`config.mk`:
```
export PLATFORM = sky130hd
export DESIGN_NAME = pc_call_stack
export DESIGN_NICKNAME = d
export VERILOG_FILES = /design/src/rtl/pc_call_stack.sv
export SDC_FILE = /design/constraint.sdc
export NUM_CORES = 1
export LEC_CHECK = 0
export BUFFER_PORTS_ARGS = -buffer_cell sky130_fd_sc_hd__buf_4
export CAP_MARGIN = 20
export CORE_AREA = 8 8 109 151
export CTS_CLUSTER_SIZE = 30
export DETAILED_ROUTE_END_ITERATION = 6
export DIE_AREA = 0 0 117 159
export HOLD_SLACK_MARGIN = 0.1
export SLEW_MARGIN = 20
export SYNTH_ARGS = -nofsm -noshare
export SYNTH_HDL_FRONTEND = slang
export SYNTH_SLANG_ARGS = --single-unit
```
`constraint.sdc`:
```
create_clock -name clk -period 4.2 [get_ports clk]
set_input_delay 0.42 -clock clk [delete_from_list [all_inputs] [get_ports clk]]
set_output_delay 0.42 -clock clk [all_outputs]
set_load 0.005 [all_outputs]
```
`src/rtl/pc_call_stack.sv`:
```
// Program counter with increment/load, optional signed relative branch, and call/return
// through an internal return-address stack with sticky overflow/underflow flags.
// Optional feature macro: PC_CALL_STACK_REL_EN enables the pc_rel relative branch.
module pc_call_stack #(
  parameter int ADDR_WIDTH   = 14,
  parameter int STACK_DEPTH  = 8,
  parameter int RESET_VECTOR = 0,
  localparam int LW = $clog2(STACK_DEPTH + 1),
  localparam int IW = (STACK_DEPTH > 1) ? $clog2(STACK_DEPTH) : 1
) (
  input  logic                  clk,
  input  logic                  reset,
  input  logic                  pc_en,
  input  logic                  pc_ld,
  input  logic                  pc_rel,
  input  logic                  pc_call,
  input  logic                  pc_ret,
  input  logic [ADDR_WIDTH-1:0] pc_in,
  output logic [ADDR_WIDTH-1:0] pc_out,
  output logic                  stack_empty,
  output logic                  stack_full,
  output logic [1:0]            stack_err,
  output logic [LW-1:0]         stack_level
);

  logic [ADDR_WIDTH-1:0] stack_mem [STACK_DEPTH];
  logic [ADDR_WIDTH-1:0] pc_q, pc_next, pc_plus1;
  logic [LW-1:0]         level_q, level_next;
  logic [1:0]            err_q, err_next;
  logic                  push;
  logic [IW-1:0]         push_idx, top_idx;

  assign pc_plus1    = pc_q + ADDR_WIDTH'(1);
  assign stack_empty = (level_q == '0);
  assign stack_full  = (level_q == LW'(STACK_DEPTH));
  // Only meaningful when not empty / not full; the guards below keep them in range.
  assign push_idx    = IW'(level_q);
  assign top_idx     = IW'(level_q - LW'(1));

`ifndef PC_CALL_STACK_REL_EN
  logic unused_rel;
  assign unused_rel = pc_rel;
`endif

  // NOTE: every output of this block gets a default first so no latch is inferred.
  always_comb begin
    pc_next    = pc_q;
    level_next = level_q;
    err_next   = err_q;
    push       = 1'b0;
    if (pc_en) begin
      if (pc_ret) begin
        if (stack_empty) begin
          pc_next     = pc_plus1;
          err_next[1] = 1'b1;
        end else begin
          pc_next    = stack_mem[top_idx];
          level_next = level_q - LW'(1);
        end
      end else if (pc_call) begin
        pc_next = pc_in;
        if (stack_full) begin
          err_next[0] = 1'b1;
        end else begin
          push       = 1'b1;
          level_next = level_q + LW'(1);
        end
      end else if (pc_ld) begin
        pc_next = pc_in;
`ifdef PC_CALL_STACK_REL_EN
      end else if (pc_rel) begin
        // Modular add is identical to signed add truncated to ADDR_WIDTH.
        pc_next = pc_q + pc_in;
`endif
      end else begin
        pc_next = pc_plus1;
      end
    end
  end

  // NOTE: sequential state uses non-blocking assignments so all registers update together.
  always_ff @(posedge clk) begin
    if (reset) begin
      pc_q    <= ADDR_WIDTH'(RESET_VECTOR);
      level_q <= '0;
      err_q   <= 2'b00;
    end else begin
      pc_q    <= pc_next;
      level_q <= level_next;
      err_q   <= err_next;
    end
  end

  // NOTE: the stack array is deliberately not reset; level alone defines which entries are valid.
  always_ff @(posedge clk) begin
    if (push && !reset) begin
      stack_mem[push_idx] <= pc_plus1;
    end
  end

  assign pc_out      = pc_q;
  assign stack_err   = err_q;
  assign stack_level = level_q;

endmodule

```
### Word level (Yosys, flattened, before mapping)

Memory sizes are Yosys's and may differ from the RTL's.
Cells that the tools add are included.

| operators by class | value |
|---|---|
| mux-type cells | 14 |
| div/mod/pow operators | 0 |
| equality and inequality tests | 3 |
| bitwise gates (word level) | 1 |
| $add $sub $neg | 3 |
| shifts and indexed selects | 0 |
| reductions and logical operators | 7 |
| $mul | 0 |
| order comparisons | 0 |

Operator list:

| cell | number |
|---|---|
| $mux W14 | 4 |
| $mux W4 | 4 |
| $add A14 B1 Y14 const B | 1 |
| $reduce_and A4 Y1 | 2 |
| $mux W1 | 6 |
| $add A4 B1 Y4 const B | 1 |
| $eq A4 B4 Y1 const B | 1 |
| $logic_not A4 Y1 | 1 |
| $ne A2 B2 Y1 const B | 2 |
| $sub A4 B1 Y4 const B | 1 |
| $reduce_and A3 Y1 | 1 |
| $reduce_bool A2 Y1 | 1 |
| $logic_and A1 B1 Y1 | 1 |
| $logic_not A1 Y1 | 1 |
| $not A1 Y1 | 1 |

| word-level totals | value |
|---|---|
| memories kept | 1 |
| bits in registers | 20 |
| memory bits (writable) | 112 |
| latch bits | 0 |
| output and inout port bits | 22 |
| memory bits (read-only) | 0 |
| bits of input ports | 21 |

Memory list:

| memory | words | width | rd ports | clocked after memory_dff | wr ports | line | source |
|---|---|---|---|---|---|---|---|
| stack_mem | 8 | 14 | 1 | 0 | 1 | 26 | `logic [ADDR_WIDTH-1:0] stack_mem [STACK_DEPTH];` |

### Depth between registers and ports, before layout

| depth | value |
|---|---|
| depth in word-level cells | 8 |
| mapped depth | 10 |
| depth with buffers taken out | 9 |

### Worst setup path after synthesis

Ideal clock, no wire load.

| timing path | value |
|---|---|
| path kind | reg2reg |
| from | register level_q[0], in the netlist stack_level[0] |
| to | memory stack_mem[5][0], enable pin |
| data arrival time | 2.848 ns |
| path buffers | 1 |
| cell stages (with the launch flop) | 8 |
| data required time | 3.794 ns |
| slack | 0.946 ns |
| library setup time | 0.406 ns |
| cell sequence | dfxtp_1 -> buf_4 -> inv_1 -> ha_1 -> nand2b_1 -> nor2_1 -> or4_1 -> nor3b_1 |

| between the ends | value |
|---|---|
| word-level cells in the longest chain between the ends | 8 |

Ends and longest elaborated chain:

| what | line | source |
|---|---|---|
| start, declared | 28 | `logic [LW-1:0] level_q, level_next;` |
| start signal, assigned | 89 | `level_q <= level_next;` |
| $eq A4 B4 Y1 | 35 | `assign stack_full = (level_q == LW'(STACK_DEPTH));` |
| via stack_full | 21 | `output logic stack_full,` |
| $mux W1 | 62 | `if (stack_full) begin` |
| $mux W1 | 60 | `end else if (pc_call) begin` |
| $mux W1 | 52 | `if (pc_ret) begin` |
| $mux W1 | 51 | `if (pc_en) begin` |
| $logic_and A1 B1 Y1 | 96 | `if (push && !reset) begin` |
| $mux W1 | 96 |  |
| $mux W1 (not written as such) | 97 | `stack_mem[push_idx] <= pc_plus1;` |
| end, declared | 26 |  |

The timed path passes the listed nets, and every way through them passes these cells.

### Worst setup path after layout

| timing path | value |
|---|---|
| from | register level_q[1], in the netlist stack_level[1] |
| to | memory stack_mem[7][2], enable pin |

| between the ends | value |
|---|---|
| word-level cells in the longest chain between the ends | 8 |

Ends and longest elaborated chain:

| what | line |
|---|---|
| $eq A4 B4 Y1 | 35 |
| $mux W1 | 62 |
| $mux W1 | 60 |
| $mux W1 | 52 |
| $mux W1 | 51 |
| $logic_and A1 B1 Y1 | 96 |
| $mux W1 | 96 |
| $mux W1 (not written as such) | 97 |

Several ways; a longest one is shown, not always the timed one.

==> reports/metrics.cfg <==
[outcome]
status=complete, no violations

[sta]
tightest_slew_ns=0.995
fin_crit_sh=0.716
max_freq_mhz=332
setup_viol=0
timing.hold.ws_ns=0.293
rsz0062_at_grt=false
min_period_ns=3.01
hold_violations=0
drv_slew=0
max_slew_margin=0.336
fin_skew_ns=0.00805
fin_setup_tns_ns=0

[drt]
routed_wl_um=13300
ant_nets=0
drc=0
dr.pass1.iters=5
vias=3319
viasPerCell=5.49
drtIter0Drc=274
wire_per_inst_um=22.0

[synth]
yosys.area.top_type_share=0.602
syn-num-nets=374
ys_top_cells_by_area=edfxtp_1 60%, mux4_2 8.9%, dfxtp_1 7.2%
synthMuxAreaShare=0.134
ys_warn_count=0
synth_top_family_by_area=multiplexers
synth_edf_count=112
synth_compound_area_frac=0.0591
synthSimpleGateAreaFrac=0.0770
syn_area_mm2=0.00559
synthAdderAreaFrac=0.00671
synthFlopType=edfxtp_1
synth_cells=350
avgSynthCellArea_um2=16.0
yosysTopAreaCell=edfxtp_1
async_reset_ff_frac=0
ys_ff_latch=132
synth.distinct_cells=46
yosysSeqAreaShare=0.673
synthXorXnorAreaFrac=0.0295

[clock_network]
ctsHtreeMaxLevel=4
tritoncts=yes
cts.path.max_buffers=2
cts-buffers-inserted=17
clkTransAtPathRegs_ns=0.06
clk-insertion-delay-late_ns=0.41
ctsHoldBuffers=0
cts-resized-gates=0
cts.sinks=132
cts_setup_buffers=0
root_buffer=clkbuf_16

[power_and_ir_drop]
ir_worst_vdd_mv=0.249
powerDensity_mw_per_mm2=527
p_leak_nw=2.29

[floorplan]
rows=52
core_area_mm2=0.0142
fp.dieArea_mm2=0.0186
io_pins=43
initial_core_util=0.394
dieHeight_um=159
fp.dieW_um=117

[run]
timing.max_cap.violations=0

[placement]
dp_hpwl_um=8410
port_buffers=41
gp_congestion=0.831
dpl.cell_count=574

[hold_path]
holdCritPathClass=input port to flip-flop
min_from=pc_in[5]

[global_routing]
antenna_found_initial=0
grt_first_pass_wirelength_um=20800
grt_pass1_vias=3417
globalRouteOverflowTotal=0
gr-usage-all-layers=0.153
grt_max_degree=23

[critical_path]
slowest_stage=or4_1
path_cells=inv_1, ha_1, nand2b_1, nor2_1, or4_1, nor2_1, buf_4
startpoint_type=flip-flop
cp.arrival_ns=3.11
r2r_end=stack_mem[7][2]
reg2reg_from=stack_level[1]
cp_data_required_time_ns=4.30
worst_path_most_repeated_cell=nor2_1
slowest_delay_ns=0.60
r2r_cells=7
path_max_fanout=9
end_kind=flip-flop
endpoint=stack_mem[7][2]
crit_type=flip-flop to flip-flop
r2r_slack_ns=1.19
cp-startpoint=stack_level[1]

[cells_and_area]
mostFrequentLayoutCells=112 x edfxtp_1, 50 x buf_4, 24 x nor2_1
final_cell_count_no_fill=605
antenna_cells=0
final_nets=428
layout-drive-gt1-share=0.286
syn2layout_area_growth_pct=20.2
num-fill-cells=1256
final_common_cell=edfxtp_1

-- where the power goes --
part / switching, W / internal [W] / leakage [nW]
clock: 0.000540 / 0.000905 / 0.291
combinational: 0.000297 / 0.000272 / 0.810
sequential: 0.0000438 / 0.00148 / 1.19
-- worst max-delay path, delay by kind of cell, from the launching register on --
| kind | cells | cell delay (ns) |
|---|---|---|
| adders and majority gates | 1 | 0.27 |
| buffers and inverters | 2 | 0.52 |
| DFF | 1 | 0.49 |
| and+or+nand+nor | 4 | 1.41 |
-- worst min-delay path by stage --
| stage | end | slack [ns] | cells past startpoint |
|---|---|---|---|
| final | pc_out[5] | 0.29 | 3 |
| after global routing | pc_out[4] | 0.29 | 3 |
| after CTS | pc_out[4] | 0.29 | 3 |
| after detailed placement | stack_err[0] | 0.47 | 2 |
| after global placement | stack_err[1] | 0.45 | 2 |
| after floorplan | stack_err[0] | 0.46 | 2 |
-- flip-flops by register name, indices dropped and copies added, names as in the netlist --
register	cells
stack_level	4
pc_out	14
stack_err	2
stack_mem	112
-- stage by stage --
step                cell area, um2  setup WS, ns  total power, W  utilization
floorplan                     5590         0.946         0.00195            -
finish                        6720          1.19         0.00354        0.474
CTS                           6720          1.22         0.00356        0.474
global placement              6140          1.27         0.00212        0.433
detailed placement            6140          1.24         0.00213        0.433
global route                  6720          1.05         0.00367        0.474
-- layout make-up --
cell class / count / area (um2) / share of cell area
inverter: 8 / 30.0 / 0.00447
multi-input combinational: 195 / 1730 / 0.258
tap: 189 / 236 / 0.0352
sequential: 132 / 3760 / 0.560
clock inverter: 11 / 128 / 0.0190
timing repair buffer: 50 / 375 / 0.0558
clock buffer: 20 / 457 / 0.0679
-- per-layer routing --
metal	wire, um	vias up	GRT usage
li1	-	1503	-
met1	5700	1695	0.202
met2	6410	103	0.229
met3	801	18	0.0361
met4	384	0	0.0789
met5	0	-	0
-- synthesized netlist by cell type, types with 2 or more instances --
| cell type | n |
|---|---|
| edfxtp_1 | 112 |
| nand3_1 | 9 |
| clkbuf_1 | 6 |
| nand4_1 | 5 |
| a22oi_1 | 5 |
| mux2_2 | 9 |
| and3_1 | 5 |
| nor3_1 | 7 |
| xnor2_1 | 12 |
| nand2_1 | 19 |
| nor3b_1 | 2 |
| a221oi_1 | 4 |
| mux4_1 | 5 |
| mux4_2 | 22 |
| nand2b_1 | 3 |
| o21ai_0 | 7 |
| nor4_1 | 3 |
| mux2i_1 | 2 |
| dfxtp_1 | 20 |
| buf_2 | 2 |
| xor2_1 | 5 |
| a222oi_1 | 5 |
| buf_1 | 2 |
| or3_1 | 2 |
| buf_4 | 3 |
| ha_1 | 3 |
| buf_6 | 2 |
| nor2b_1 | 2 |
| a21oi_1 | 11 |
| nor2_1 | 24 |
| a31oi_1 | 8 |
| inv_1 | 8 |
| and2_1 | 3 |
-- cell families after synthesis --
group                    count (synthesis)
flip-flops                             132
AND/OR/NAND/NOR                         88
multiplexers                            38
XOR/XNOR                                18
AO/OA/AOI/OAI                           48
buffers and inverters                   23
adder cells (fa/ha/maj)                  3
Power figures use the tool's default switching activity.
